--- src/rtl/dht22_responder.sv ---
// DHT22 sensor-side emulator: detects the host start pulse, sends the ACK,
// then a 40-bit humidity/temperature/checksum frame on an open-drain bus.
module dht22_responder #(
  parameter int unsigned START_MIN  = 50000,
  parameter int unsigned RESP_DELAY = 3000,
  parameter int unsigned ACK_LOW    = 8000,
  parameter int unsigned ACK_HIGH   = 8000,
  parameter int unsigned BIT_LOW    = 5000,
  parameter int unsigned ZERO_HIGH  = 2700,
  parameter int unsigned ONE_HIGH   = 7000
) (
  input  logic        CLK100MHZ,
  input  logic        CPU_RESETN,
  input  logic        bus_in,
  output logic        bus_drive_low,
  input  logic [15:0] humidity,
  input  logic [15:0] temperature,
  output logic        busy,
  output logic        frame_done
);

  localparam logic [19:0] C_START = 20'(START_MIN);
  localparam logic [19:0] C_RESP  = 20'(RESP_DELAY);
  localparam logic [19:0] C_ACKL  = 20'(ACK_LOW);
  localparam logic [19:0] C_ACKH  = 20'(ACK_HIGH);
  localparam logic [19:0] C_BITL  = 20'(BIT_LOW);
  localparam logic [19:0] C_ZERO  = 20'(ZERO_HIGH);
  localparam logic [19:0] C_ONE   = 20'(ONE_HIGH);

  typedef enum logic [3:0] {
    S_IDLE, S_START_LOW, S_WAIT_REL, S_RESP_DELAY,
    S_ACK_LO, S_ACK_HI, S_BIT_LO, S_BIT_HI, S_END_LO
  } state_t;

  state_t      state, state_nx;
  logic        sync1, s;
  logic [19:0] cnt, cnt_nx, hi_len;
  logic [5:0]  idx, idx_nx;
  logic [39:0] sr, sr_nx;
  logic [7:0]  checksum;
  logic        drive_nx, busy_nx, done_nx;

  // Idle bus is pulled up, so the synchronizer resets to the released level.
  always_ff @(posedge CLK100MHZ or negedge CPU_RESETN) begin
    if (!CPU_RESETN) begin
      sync1 <= 1'b1;
      s     <= 1'b1;
    end else begin
      sync1 <= bus_in;
      s     <= sync1;
    end
  end

  always_ff @(posedge CLK100MHZ or negedge CPU_RESETN) begin
    if (!CPU_RESETN) begin
      state         <= S_IDLE;
      cnt           <= '0;
      idx           <= '0;
      sr            <= '0;
      bus_drive_low <= 1'b0;
      busy          <= 1'b0;
      frame_done    <= 1'b0;
    end else begin
      state         <= state_nx;
      cnt           <= cnt_nx;
      idx           <= idx_nx;
      sr            <= sr_nx;
      bus_drive_low <= drive_nx;
      busy          <= busy_nx;
      frame_done    <= done_nx;
    end
  end

  assign checksum = humidity[15:8] + humidity[7:0] + temperature[15:8] + temperature[7:0];
  assign hi_len   = sr[39] ? C_ONE : C_ZERO;

  // Timed phases enter with cnt = 1 and leave on the cycle cnt hits the length.
  always_comb begin
    state_nx = state;
    cnt_nx   = cnt;
    idx_nx   = idx;
    sr_nx    = sr;
    busy_nx  = busy;
    done_nx  = 1'b0;
    case (state)
      S_IDLE: begin
        busy_nx = 1'b0;
        if (!s) begin
          state_nx = S_START_LOW;
          cnt_nx   = 20'd1;
        end
      end
      S_START_LOW: begin
        if (s) begin
          state_nx = S_IDLE;
          cnt_nx   = '0;
        end else if (cnt + 20'd1 >= C_START) begin
          state_nx = S_WAIT_REL;
          cnt_nx   = '0;
          busy_nx  = 1'b1;
        end else begin
          cnt_nx = cnt + 20'd1;
        end
      end
      S_WAIT_REL: begin
        if (s) begin
          sr_nx    = {humidity, temperature, checksum};
          idx_nx   = '0;
          cnt_nx   = 20'd1;
          state_nx = S_RESP_DELAY;
        end
      end
      S_RESP_DELAY: begin
        if (!s) begin
          state_nx = S_START_LOW;
          cnt_nx   = 20'd1;
          busy_nx  = 1'b0;
        end else if (cnt == C_RESP) begin
          state_nx = S_ACK_LO;
          cnt_nx   = 20'd1;
        end else begin
          cnt_nx = cnt + 20'd1;
        end
      end
      S_ACK_LO: begin
        if (cnt == C_ACKL) begin
          state_nx = S_ACK_HI;
          cnt_nx   = 20'd1;
        end else begin
          cnt_nx = cnt + 20'd1;
        end
      end
      S_ACK_HI: begin
        if (cnt == C_ACKH) begin
          state_nx = S_BIT_LO;
          cnt_nx   = 20'd1;
        end else begin
          cnt_nx = cnt + 20'd1;
        end
      end
      S_BIT_LO: begin
        if (cnt == C_BITL) begin
          state_nx = S_BIT_HI;
          cnt_nx   = 20'd1;
        end else begin
          cnt_nx = cnt + 20'd1;
        end
      end
      S_BIT_HI: begin
        if (cnt == hi_len) begin
          sr_nx    = {sr[38:0], 1'b0};
          idx_nx   = idx + 6'd1;
          cnt_nx   = 20'd1;
          state_nx = (idx + 6'd1 == 6'd40) ? S_END_LO : S_BIT_LO;
        end else begin
          cnt_nx = cnt + 20'd1;
        end
      end
      S_END_LO: begin
        if (cnt == C_BITL) begin
          state_nx = S_IDLE;
          cnt_nx   = '0;
          busy_nx  = 1'b0;
          done_nx  = 1'b1;
        end else begin
          cnt_nx = cnt + 20'd1;
        end
      end
      default: begin
        state_nx = S_IDLE;
        cnt_nx   = '0;
        busy_nx  = 1'b0;
      end
    endcase
    drive_nx = (state_nx == S_ACK_LO) || (state_nx == S_BIT_LO) || (state_nx == S_END_LO);
  end

endmodule

--- config.mk ---
export PLATFORM = sky130hd
export DESIGN_NAME = dht22_responder
export DESIGN_NICKNAME = d
export VERILOG_FILES = /design/src/rtl/dht22_responder.sv
export SDC_FILE = /design/constraint.sdc
export NUM_CORES = 1
export LEC_CHECK = 0
export BUFFER_PORTS_ARGS = -buffer_cell sky130_fd_sc_hd__buf_4
export CORE_AREA = 2 2 101 103
export DETAILED_ROUTE_END_ITERATION = 12
export DIE_AREA = 0 0 103 105
export PLACE_DENSITY = 0.65
export SYNTH_ARGS = -nofsm -noshare
export SYNTH_HDL_FRONTEND = slang
export SYNTH_SLANG_ARGS = --single-unit
--- constraint.sdc ---
create_clock -name CLK100MHZ -period 3.3 [get_ports CLK100MHZ]
set_input_delay 0.33 -clock CLK100MHZ [delete_from_list [all_inputs] [get_ports CLK100MHZ]]
set_output_delay 0.33 -clock CLK100MHZ [all_outputs]
set_load 0.01 [all_outputs]
## After elaboration in Yosys (flattened, before gate mapping)

Index checks and enable logic that the tools add are counted.

- Flip-flop bits (word level): 75
- Input bits: 35
- Word-level logic and storage cells: 86

- $add $sub $neg: 5
- $lt $le $gt $ge: 1
- Equal/unequal tests: 23
- Muxes and demuxes: 38
- Bitwise logic cells: 1
- Reduce and logical (&&, ||, !) cells: 9

Operators with widths:

| operator | number |
|---|---|
| 20-bit 2-to-1 mux | 10 |
| 20-bit one-hot mux with 8 select lines | 1 |
| 40-bit 2-to-1 mux | 2 |
| 40-bit one-hot mux with 2 select lines | 1 |
| 4-bit 2-to-1 mux | 12 |
| 20-bit by 13-bit equality test with 1-bit output (second input constant) | 2 |
| 4-bit one-hot mux with 9 select lines | 1 |
| 8-bit adder | 3 |
| 4-bit by 3-bit equality test with 1-bit output (second input constant) | 6 |
| 20-bit by 1-bit adder with 20-bit output (second input constant) | 1 |
| 20-bit by 12-bit equality test with 1-bit output (second input constant) | 1 |
| 20-bit by 13-bit equality test with 1-bit output | 1 |
| 20-bit by 16-bit >= comparator with 1-bit output (second input constant) | 1 |
| 2-bit inequality test (second input constant) | 7 |
| 13-bit 2-to-1 mux | 1 |
| 6-bit 2-to-1 mux | 2 |
| 6-bit one-hot mux with 2 select lines | 1 |
| 4-bit by 2-bit equality test with 1-bit output (second input constant) | 2 |
| 4-bit equality test (second input constant) | 2 |
| 6-bit by 1-bit adder with 6-bit output (second input constant) | 1 |
| 6-bit equality test (second input constant) | 1 |
| 1-bit 2-to-1 mux | 6 |
| 5-bit AND reduction | 1 |
| 5-bit OR reduction | 1 |
| 9 further kinds | 10 |

## Logic depth before layout (Yosys ltp)

- Depth after elaboration: 8
- Gate-level depth with buffers: 13
- Mapped depth without buffers: 13

## Worst setup path after synthesis

Ideal clock, no wire load.

- Kind: flip-flop to flip-flop
- Start: reg cnt[13]
- End: reg cnt[17]
- Library setup time: 0.138 ns
- Arrival: 2.788 ns
- Required time: 3.162 ns
- Slack: 0.374 ns
- Cell stages (with the launch flop): 11
- Buffers on the path: 2
- Clock period less this slack: 2.926 ns
- Path through: dfrtp_1 buf_6 or4_4 or4_1 or4_4 a32oi_1 and3_2 o21ai_4 buf_6 a31oi_1 a31oi_1

- Word-level cells in the longest chain between the ends: 5
- Elaborated cells between the ends (all ways): 15
- Classes of those cells: 1 x add/sub; 1 x order compare; 4 x eq/ne; 9 x mux

RTL lines:

| item | RTL line | text |
|---|---|---|
| from (decl) | 37 | `logic [19:0] cnt, cnt_nx, hi_len;` |
| from (signal assigned) | 65 | `cnt <= cnt_nx;` |
| 20-bit by 1-bit adder with 20-bit output | - |  |
| 20-bit by 16-bit >= comparator with 1-bit output | 97 | `end else if (cnt + 20'd1 >= C_START) begin` |
| 20-bit 2-to-1 mux | 97 |  |
| 20-bit 2-to-1 mux | 94 | `if (s) begin` |
| 20-bit one-hot mux with 8 select lines (*) | 85 | `case (state)` |

Mark *: on every way between the ends. The rest lies on a longest branch, timed or not.
A chain may end at the register's enable or synchronous reset.

## Worst setup path after layout

- Start: reg cnt[13]
- End: reg cnt[15]

The elaborated chain is that of the path after synthesis.

==> results.py <==
metrics = {
    "worst_setup_path": {
        "crit_type": "flip-flop to flip-flop",
        "r2r_cells": 8,
        "cp_common_cell": "or4_4",
        "reg2reg_from": "cnt[13]$_DFFE_PN0P_",
        "cp-startpoint": "cnt[13]$_DFFE_PN0P_",
        "cp_max_fo": 18,
        "slowest_delay_ns": 0.56,
        "worst_setup_path_end_kind": "flip-flop",
        "slowest_stage": "or4_4",
        "cp.arrival_ns": 3.44,
        "path_cells": "or4_4 -> or4_1 -> or4_4 -> a32oi_1 -> and3_2 -> o21ai_2 -> a21oi_1 -> a31oi_1",
        "required_ns": 3.52,
        "startpoint_type": "flip-flop",
    },
    "global_routing": {
        "use_met3_pct": 3.01,
        "grt-busiest-layer": "met2",
        "met2_usage_pct": 34.7,
        "grt_pass1_vias": 3867,
        "antenna_found_initial": 0,
        "grt_max_degree": 76,
        "gr-usage-all-layers_pct": 22.3,
        "grt_pass1_wl_mm": 18.9,
        "grt_use_met1_pct": 31.3,
        "grt_overflow_total": 0,
    },
    "min_path": {
        "hp-class": "primary input to flip-flop",
        "hp-start": "bus_in",
        "hold_depth": 1,
    },
    "clock_network": {
        "cts_tree": "done",
        "ctsResizeCount": 0,
        "clock_latency_ns": 0.36,
        "path_clk_slew_ns": 0.08,
        "h-tree-depth": 3,
        "cts_buffers": 9,
        "cts_setup_buffers": 0,
        "clockBufferDepth": 2,
        "postCtsHoldBufs": 0,
        "cts_root_buf": "clkbuf_8",
        "cts_sinks": 75,
    },
    "route": {
        "drtPass1Iterations": 4,
        "num_vias": 4030,
        "wl_mm": 11.3,
        "ant_nets": 0,
        "routedWlPerCell_um": 15.9,
        "vias_per_cell": 5.68,
        "drt-initial-drc-count": 265,
        "drc": 0,
    },
    "power": {
        "cellLeakagePower_uw": 0.00250,
        "swShare_pct": 29.2,
        "seq_power_share_pct": 47.6,
        "power.density_mw_per_mm2": 368,
        "power.internal_uw": 1420,
        "combPwrFrac_pct": 21.0,
        "p_clk_share_pct": 31.3,
        "switchingPower_uw": 583,
        "ir_drop_mv": 0.204,
    },
    "timing": {
        "rsz0062_at_grt": "false",
        "setup_viol": 0,
        "tightest_slew_ns": 0.962,
        "setup-tns-final_ns": 0,
        "post-route-period-util_pct": 97.6,
        "fin_hold_ws_ns": 0.0757,
        "fmax_mhz": 310,
        "drv_slew": 0,
        "final_hold_viol_count": 0,
        "maxSlewHeadroom_pct": 35.8,
        "skew_ns": 0.00972,
        "min_period_ns": 3.22,
    },
    "layout": {
        "drive_gt1_share_pct": 15.4,
        "fillers": 898,
        "diodes": 0,
        "multi_input_area_sq_mm": 0.00272,
        "nets": 631,
        "areaGrowthSynthToFinish_pct": 13.2,
        "regArea_sq_mm": 0.00188,
    },
    "outcome": {
        "status": "finished, final reports clean",
    },
    "yosys": {
        "ys_warn_count": 0,
        "postSynthCellCount": 536,
        "synth.distinct_cells": 58,
        "synth.avg_cell_area_sq_um": 8.95,
        "async_reset_ff_share_pct": 100,
        "syn-cell-area_sq_mm": 0.00480,
        "ys_seq_elements": 75,
        "synth_enable_flop_cells": 0,
        "ys.flop_type": "dfrtp_1",
        "yosysSeqAreaShare_pct": 39.2,
        "syn_nets": 595,
    },
    "floorplanning": {
        "rows": 36,
        "design.die.area_sq_mm": 0.0108,
        "floorplan.initialDensity_pct": 49.8,
        "die_y_um": 105,
        "coreArea_sq_mm": 0.00964,
        "io_pins": 38,
        "die_width_um": 103,
    },
    "place": {
        "place_congestion": 0.922,
        "port_buffers": 37,
        "dp_hpwl_mm": 7.99,
    },
    "job": {
        "max_cap_violations": 0,
    },
}
[kinds of logic (layout without fill, tap and decap cells)]
logic type	after synthesis	in the layout	synth area share (%)
xor gates and xnor gates	12	12	2.19
buffers and inverters	50	90	4.56
and+or+nand+nor	195	195	21.0
muxes	37	37	7.74
adders and majority gates	24	24	8.45
DFF	75	75	39.2
AOI/OAI and AO/OA	143	144	16.9
[placed cells by master, fill, tap and decap left out, drive strengths merged, types with 6 or more instances in the layout]
cell,n
dfrtp,73
o21ai,69
nand2,67
buf,61
a21oi,37
mux2i,36
nor2,26
nand3,22
a31oi,17
fa,14
inv,13
clkbuf,13
nand4,12
nand2b,10
ha,10
xnor2,9
or2,7
nor2b,6
nor3,6
or4,6
[power by group through the flow]
stage	registers (uW)	logic, uW	clock network, uW
floorplan	955	304	0
global placement	969	412	0
detailed placement	970	421	0
CTS	951	423	649
global route	956	484	694
finish	952	420	627
[final cells by class]
class | count | area share, %
multi-input cells | 412 | 50.0
flip-flops and latches | 75 | 34.6
repair buffers | 61 | 8.43
well taps | 133 | 3.06
clock buffers | 13 | 2.74
inverters | 13 | 0.898
clock inverters | 3 | 0.276
[Yosys cell counts, types with 9 or more instances]
cell type	number	area, sq um
o21ai_0	62	310
dfrtp_1	73	1830
mux2i_1	36	360
a31oi_1	17	106
xnor2_1	9	78.8
nand2_1	67	251
a21oi_1	37	185
nand4_1	12	75.1
clkbuf_1	27	101
nor2_1	26	97.6
inv_1	13	48.8
nand2b_1	10	62.6
fa_1	14	280
ha_1	10	125
nand3_1	22	110
[worst max-delay path, delay by kind of cell (launching register included)]
kind | cells | cell delay, ns
and+or+nand+nor | 4 | 1.88
AOI/OAI and AO/OA | 4 | 0.76
DFF | 1 | 0.42
[metal layers]
layer	part of all wire [%]	up-vias
met4	1.5	0
met3	4.2	13
li1	-	1992
met1	46	1928
met5	0	-
met2	48	97
[flip-flops by register name (all words and copies together), names as in the netlist]
register,flops
state,4
idx,6
sync1,1
busy,1
sr,40
s,1
bus_drive_low,1
cnt,20
frame_done,1
[metrics by stage]
stage          total power, uW  std cells  util, %  setup slack (ns)  instance area (sq um)
6_report                  2000        710     56.3            0.0776                   5430
5_1_grt                   2130        710     56.3            0.0116                   5430
4_1_cts                   2020        709     56.3             0.117                   5420
3_5_place_dp              1390        693     54.6             0.148                   5260
3_3_place_gp              1380        693     54.6             0.191                   5260
2_1_floorplan             1260        536        -             0.374                   4800
[worst paths after layout]
| path | to | slack (ns) |
|---|---|---|
| worst max register to register | cnt[15]$_DFFE_PN0P_ | 0.08 |
| worst min-delay path | sync1$_DFF_PN1_ | 0.08 |
| worst max-delay path | cnt[15]$_DFFE_PN0P_ | 0.08 |
| min in group asynchronous | cnt[9]$_DFFE_PN0P_ | 0.10 |
| max in group asynchronous | sr[8]$_DFFE_PN0P_ | 2.56 |
| worst min register to register | s$_DFF_PN1_ | 0.36 |
Note: power is estimated with default switching activity, not from simulation.
